`config.mk`:
```
export PLATFORM = sky130hd
export DESIGN_NAME = spdif_subframe_ctrl
export DESIGN_NICKNAME = d
export VERILOG_FILES = /design/src/rtl/spdif_subframe_ctrl.sv
export SDC_FILE = /design/constraint.sdc
export NUM_CORES = 1
export LEC_CHECK = 0
export ABC_AREA = 1
export CAP_MARGIN = 15
export CORE_UTILIZATION = 45
export CTS_CLUSTER_SIZE = 12
export DETAILED_ROUTE_END_ITERATION = 16
export SLEW_MARGIN = 20
export SYNTH_ARGS = -nofsm -noshare
export SYNTH_HDL_FRONTEND = slang
export SYNTH_SLANG_ARGS = --single-unit
```
`constraint.sdc`:
```
create_clock -name i_clk -period 2 [get_ports i_clk]
set_input_delay 0.4 -clock i_clk [delete_from_list [all_inputs] [get_ports i_clk]]
set_output_delay 0.4 -clock i_clk [all_outputs]
set_load 0.05 [all_outputs]
```
`src/rtl/spdif_subframe_ctrl.sv`:
```
// S/PDIF subframe sequencer: frames slots 4..31 after each preamble, assembles the
// 24-bit sample plus V/U/C bits, checks even parity and tracks link lock.
module spdif_subframe_ctrl #(
  parameter int unsigned LOCK_COUNT  = 4,
  parameter int unsigned TIMEOUT_CYC = 256,
  parameter int unsigned TO_W        = 9
) (
  input  logic        i_clk,
  input  logic        i_rst_n,
  input  logic        i_zero,
  input  logic        i_one,
  input  logic        i_head,
  input  logic        i_shift_ena,
  output logic [23:0] o_sample,
  output logic        o_vbit,
  output logic        o_ubit,
  output logic        o_cbit,
  output logic        o_chan,
  output logic        o_strobe,
  output logic        o_perr,
  output logic        o_locked,
  output logic        o_err
);

  localparam logic [1:0] HUNT = 2'd0;
  localparam logic [1:0] SYNC = 2'd1;
  localparam logic [1:0] LOCK = 2'd2;

  localparam int unsigned GW = $clog2(LOCK_COUNT + 1);

  logic [1:0]      state_q, state_d;
  logic [4:0]      bit_cnt_q, bit_cnt_d;
  logic [27:0]     shreg_q, shreg_d;
  logic [GW-1:0]   good_cnt_q, good_cnt_d;
  logic [TO_W-1:0] to_cnt_q, to_cnt_d;
  logic            chan_q, chan_d;

  logic        bit_ev;
  logic        illegal;
  logic        emit;
  logic        frame_err;
  logic        par_ok;
  logic [27:0] word;

  assign bit_ev  = i_shift_ena & (i_zero ^ i_one);
  assign illegal = i_shift_ena & ~(i_zero ^ i_one);
  // LSB-first: each new bit enters at the top, so after 28 bits slot 4 sits at bit 0.
  assign word    = {i_one, shreg_q[27:1]};
  assign par_ok  = ~^word;

  always_comb begin
    state_d    = state_q;
    bit_cnt_d  = bit_cnt_q;
    shreg_d    = shreg_q;
    good_cnt_d = good_cnt_q;
    to_cnt_d   = to_cnt_q;
    chan_d     = chan_q;
    emit       = 1'b0;
    frame_err  = 1'b0;

    case (state_q)
      HUNT: begin
        to_cnt_d = '0;
        if (i_head) begin
          state_d   = SYNC;
          bit_cnt_d = '0;
          chan_d    = 1'b0;
        end
      end
      SYNC, LOCK: begin
        if (to_cnt_q != TO_W'(TIMEOUT_CYC)) to_cnt_d = to_cnt_q + 1'b1;
        if (i_head) begin
          to_cnt_d = '0;
          if (bit_cnt_q != 5'd0 && bit_cnt_q != 5'd28) frame_err = 1'b1;
          else bit_cnt_d = '0;
        end else if (illegal) begin
          frame_err = 1'b1;
        end else if (bit_ev) begin
          to_cnt_d = '0;
          if (bit_cnt_q == 5'd28) begin
            frame_err = 1'b1;
          end else begin
            shreg_d   = word;
            bit_cnt_d = bit_cnt_q + 5'd1;
            emit      = (bit_cnt_q == 5'd27);
          end
        end else if (to_cnt_q == TO_W'(TIMEOUT_CYC - 1)) begin
          frame_err = 1'b1;
        end

        if (emit) begin
          chan_d = ~chan_q;
          if (state_q == SYNC) begin
            if (par_ok) begin
              good_cnt_d = good_cnt_q + 1'b1;
              if (good_cnt_q == GW'(LOCK_COUNT - 1)) state_d = LOCK;
            end else begin
              good_cnt_d = '0;
            end
          end
        end

        if (frame_err) begin
          state_d    = HUNT;
          good_cnt_d = '0;
          bit_cnt_d  = '0;
          to_cnt_d   = '0;
        end
      end
      default: state_d = HUNT;
    endcase
  end

  always_ff @(posedge i_clk or negedge i_rst_n) begin
    if (!i_rst_n) begin
      state_q    <= HUNT;
      bit_cnt_q  <= '0;
      shreg_q    <= '0;
      good_cnt_q <= '0;
      to_cnt_q   <= '0;
      chan_q     <= 1'b0;
      o_sample   <= '0;
      o_vbit     <= 1'b0;
      o_ubit     <= 1'b0;
      o_cbit     <= 1'b0;
      o_chan     <= 1'b0;
      o_strobe   <= 1'b0;
      o_perr     <= 1'b0;
      o_locked   <= 1'b0;
      o_err      <= 1'b0;
    end else begin
      state_q    <= state_d;
      bit_cnt_q  <= bit_cnt_d;
      shreg_q    <= shreg_d;
      good_cnt_q <= good_cnt_d;
      to_cnt_q   <= to_cnt_d;
      chan_q     <= chan_d;
      o_strobe   <= emit;
      o_err      <= frame_err;
      o_locked   <= (state_d == LOCK);
      if (emit) begin
        o_sample <= word[23:0];
        o_vbit   <= word[24];
        o_ubit   <= word[25];
        o_cbit   <= word[26];
        o_perr   <= ~par_ok;
        o_chan   <= chan_q;
      end
    end
  end

endmodule

```
; Word-level counts from Yosys, hierarchy flattened
; Index checks and enable logic that the tools add are counted.
[totals]
reg_bits = 80
wordCells = 96
out_inout_bits = 32
[classes]
bitwise_logic = 9
n_addsub = 3
n_reduce_logical = 12
eq_ne = 15
muxes = 42
[op_table]
columns = cell, count
row1 = 9-bit two-way mux, 5
row2 = 5-bit two-way mux, 7
row3 = 28-bit XNOR reduction, 1
row4 = 9-bit case mux with 2 select lines, 1
row5 = 1-bit two-way mux, 16
row6 = 4-bit inequality test (second input constant), 4
row7 = 2-bit two-way mux, 6
row8 = 3-bit two-way mux, 4
row9 = 5-bit == test (second input constant), 2
row10 = 5-bit case mux with 2 select lines, 1
row11 = 9-bit by 1-bit adder with 9-bit output (second input constant), 1
row12 = 9-bit by 8-bit == test with 1-bit output (second input constant), 1
row13 = 9-bit inequality test (second input constant), 1
row14 = 1-bit NOT, 6
row15 = 3-bit AND reduction, 2
row16 = 6-bit AND reduction, 1
row17 = 2-bit nonzero test, 3
row18 = 5-bit by 1-bit adder with 5-bit output (second input constant), 1
row19 = 5-bit inequality test (second input constant), 1
row20 = 5-bit AND reduction, 1
row21 = 5-bit nonzero test, 1
row22 = 2-bit == test (second input constant), 2
row23 = 2-bit inequality test (second input constant), 2
row24 = 2-bit case mux with 2 select lines, 1
row25 = 9 further kinds, 10

; Depth between registers and ports, before layout
[logic_depth]
ltp_word = 10
mapped_depth = 15
ltp_nobuf = 15

; Worst setup path before layout
; No wires, ideal clock.
[synth_timing]
path_kind = register to register
from = register to_cnt_q[0]
to = register bit_cnt_q[1]
setup_ns = 0.121
stages_incl_launch_ff = 13
required_time_ns = 1.879
path_slack_ns = 0.271
arrival_ns = 1.608
path_cell_list = dfrtp_1 > ha_1 > nand4_1 > nor2_1 > ha_1 > o211ai_2 > nand2_2 > nor2_4 > nand2_2 > nand2_2 > inv_2 > nand4_1 > o21ai_1
[synth_between]
elab_chain_cells = 8
word_cells_on_any_way = 13
cone_classes = 5 x eq/ne / 7 x mux / 1 x reduce/logical
[synth_rtl]
columns = element, line
row1 = "start, declared", 35  ; logic [TO_W-1:0] to_cnt_q, to_cnt_d;
row2 = "start signal, assigned", 136  ; to_cnt_q <= to_cnt_d;
row3 = 9-bit by 8-bit == test with 1-bit output *, 87  ; end else if (to_cnt_q == TO_W'(TIMEOUT_CYC - 1)) begin
row4 = 1-bit two-way mux *, 87
row5 = 1-bit two-way mux *, 78  ; end else if (bit_ev) begin
row6 = 1-bit two-way mux *, 76  ; end else if (illegal) begin
row7 = 1-bit two-way mux *, 72  ; if (i_head) begin
row8 = 1-bit two-way mux *, 61  ; case (state_q)
row9 = 4-bit inequality test (no line) or 5-bit two-way mux (tied branches), n/a
row10 = 6-bit AND reduction (no line) or 5-bit case mux with 2 select lines (tied branches), n/a
row11 = "end signal, assigned", 133  ; bit_cnt_q <= bit_cnt_d;
row12 = "end, declared", 32  ; logic [4:0] bit_cnt_q, bit_cnt_d;
; Mark *: on every way between the ends. The rest lies on a longest branch, timed or not. The select of a mux whose other input is x is not followed.
; A chain may end at the register's enable or synchronous reset.

; Worst setup path after layout
[layout_timing]
from = register o_vbit
to = output port o_vbit
[layout_rtl]
columns = element, line
row1 = "start, declared", 15  ; output logic o_vbit,
row2 = "start signal, assigned", 143  ; o_vbit <= word[24];
; No word-level cell between the ends.

==> results.md <==
- Total iterations of the first detailed-routing run: 12
- Avg WL per Cell: 11.62 um
- HP Start: o_ubit
- Worst-skew pair later-pin latency: 0.34 ns
- Number of global-route vias before repair: 3137
- Delay-heaviest family, CP: buffers and inverters
- Area delta synth->final: 19.29%
- Final layout net count: 604
- Critical path arrival: 1.52 ns
- Final Hold Viols: 0
- Die X-Extent: 97.98 um
- Slowest Stage Delay on Critical Path: 0.81 ns
- Critical path cell sequence: clkdlybuf4s50_1
- CTS root buffer: clkbuf_8
- Pin count of the biggest net entering global routing: 55
- # rows: 34
- First-pass GRT wire length: 14270 um
- Design Area, Final: 0.004945 mm2
- Pleak: 2.417 nW
- Routed vias: 3315
- Register area: 0.001977 mm2
- P_int: 3.024 mW
- Remaining antenna violation count after routing: 0
- Clk slew on worst S/H paths: 0.08 ns
- Yosys reg bits: 79
- Placer Congestion: 0.8181
- Initial antenna violation count: 0
- Syn nets: 552
- Critical Path Source: o_vbit
- CTS Sinks: 79
- Power density cells: 980.1 mW/mm2
- Vias per Instance: 4.736
- Final worst-path cycle share: 96.24%
- Share of layout cells above drive strength 1: 11.32%
- Critical path's slowest cell: clkdlybuf4s50_1
- Clock power frac: 24.4%
- Die span in y: 97.98 um
- Core Footprint: 0.008806 mm2
- Final count of pins violating max slew: 0
- Relative slew slack: 65.10%
- Skew final: 0.006334 ns
- TritonCTS buffer count: 9
- Die footprint: 0.009599 mm2
- Critical path required time: 1.60 ns
- Least-Margin Pin Slew: 0.5218 ns
- Placed inst area: 0.004718 mm2
- Worst VDD drop: 0.0006136 V
- Buf/Inv on CP: 1
- Cell variety after synth: 36
- Fmax: 0.5195 GHz
- CTS tree: built
- Total track usage: 18.29%
- Detailed Route Iter0 Violations: 99
- Post-synthesis cell area: 0.004145 mm2
- Final core occ: 56.15%
- Area occupied by multi-input gates: 0.001856 mm2
- Failing checks: DRC
- # port buffers: 37
- CP max FO: 2
- Ys Warns: 0
- Fin crit period: 1.925 ns
- Crit start category: flip-flop
- Hold_ws: 0.4864 ns
- H-Tree Depth: 3
- Grt ovf: 0
- N_diodes: 0
- Sequential share of power: 39.6%
- Filler cells: 815
- P_sw: 1.822 mW
- Crit path capture type: output pin
- Synth Area per Inst: 7.748 um2
- Max-cap violations: 0
- Drc violations: 2
- Unrepaired setup endpoints after global routing: no
- Worst min path class: reg2reg
- Sw Share: 37.60%
- Clock Tree Buf Depth: 2
- WL final: 8134 um
- Final setup violating endpoints: 0
- Combinational power share: 36.0%
- Syn Inst Count: 535
- RR Startpoint: to_cnt_q[0]
- Setup CP Type: reg2out
- Status: finished with violations
- Num ports: 38
- Initial Utilization: 47.07%
- Post-detail-place hpwl: 6024 um
- Seq/Total Area, Yosys: 47.69%
-- sequential cells by signal, summed over array words and instances, names as in the netlist, 2 cells and up --
signal / cells
bit_cnt_q: 5
good_cnt_q: 3
o_sample: 24
shreg_q: 27
state_q: 2
to_cnt_q: 9
-- path summary, 6_finish.rpt --
| check | endpoint | slack, ns | cells past startpoint |
|---|---|---|---|
| max in group asynchronous | o_strobe | 0.90 | 3 |
| min in group asynchronous | o_sample[7] | 0.52 | 2 |
| max reg2reg | bit_cnt_q[1] | 0.14 | 12 |
| max | o_vbit | 0.08 | 1 |
| min | o_ubit | 0.49 | 2 |
| min reg2reg | o_ubit | 0.49 | 2 |
-- through the flow --
stage / TNS [ns] / total power [mW] / cells / worst slack (ns)
floorplan: 0 / 3.270 / 535 / 0.2710
global placement: -0.001154 / 3.633 / 683 / -0.001154
detailed placement: -0.3661 / 3.686 / 683 / -0.06791
CTS: 0 / 4.903 / 700 / 0.03505
global route: 0 / 5.247 / 700 / 0.003203
finish: 0 / 4.846 / 700 / 0.07515
-- power by group through the flow --
| stage | clock network, mW | logic, mW | registers (mW) |
|---|---|---|---|
| CTS | 1.24 | 1.75 | 1.92 |
| global placement | 0 | 1.69 | 1.95 |
| floorplan | 0 | 1.33 | 1.94 |
| finish | 1.18 | 1.74 | 1.92 |
| global route | 1.30 | 2.00 | 1.94 |
| detailed placement | 0 | 1.74 | 1.95 |
-- area by class of cell --
cell class / instances / area share (%)
clock inverters: 5 / 1.164
multi-input cells: 378 / 37.53
inverters: 66 / 5.111
repair buffers: 53 / 10.63
flip-flops and latches: 79 / 39.98
clock buffers: 11 / 2.859
well taps: 108 / 2.733
-- cells in the final DEF (no fill, tap or decap), types with 2 or more instances in the layout --
| master | n |
|---|---|
| nand2_2 | 11 |
| o22ai_1 | 2 |
| xnor2_1 | 3 |
| buf_4 | 14 |
| buf_12 | 3 |
| clkbuf_8 | 10 |
| nor2_1 | 23 |
| ha_1 | 10 |
| nand3_1 | 10 |
| clkinvlp_4 | 3 |
| o21ai_1 | 20 |
| inv_2 | 5 |
| a21oi_1 | 5 |
| o21ai_0 | 43 |
| nor2_4 | 4 |
| nor3_2 | 2 |
| nor3_1 | 4 |
| xor2_1 | 8 |
| nand2_4 | 2 |
| inv_1 | 60 |
| nand2_1 | 209 |
| dfrtp_1 | 79 |
| nand4_1 | 5 |
| nand3_2 | 3 |
| clkdlybuf4s50_1 | 35 |
-- cells by family after synthesis --
logic type	share of synthesized area [%]
xor gates and xnor gates	2.324
DFF	47.69
and+or+nand+nor	28.74
buffers and inverters	7.969
adders and majority gates	3.320
AOI/OAI and AO/OA	9.961
-- per-layer routing --
layer	global-route usage [%]	wire length [um]	vias up
met5	0	0	-
met4	5.944	53	0
met3	2.935	174	5
met2	28.33	3575	33
met1	26.23	4331	1503
li1	-	-	1774
-- synthesized netlist by cell type, drive strengths merged --
cell type  number  share of area (%)
o211ai          1               0.30
clkbuf          6               0.54
o22ai           2               0.30
nor3b           2               0.48
inv            65                5.9
buf             6                1.3
nand2         222                 21
nor4            1               0.15
o31ai           1               0.18
nor3            6               0.85
o2111ai         1               0.21
nand4           5               0.75
o21ai          64                7.8
xor2            8                1.7
or2             2               0.30
o21a            1               0.18
nor2           27                3.2
dfrtp          79                 48
xnor2           3               0.63
a21oi           6               0.81
clkinv          1               0.21
a31oi           1               0.15
nand3          13                1.9
ha             11                3.3
and2            1               0.21
-- what timing repair did --
action                                  CTS  global route
hold endpoints to repair                 26             0
hold buffers                              1             0
endpoints found under the setup margin    0             4
setup buffers                             0             0
gates resized for setup                   0             4
No activity file was read; power rests on OpenSTA's default activity.
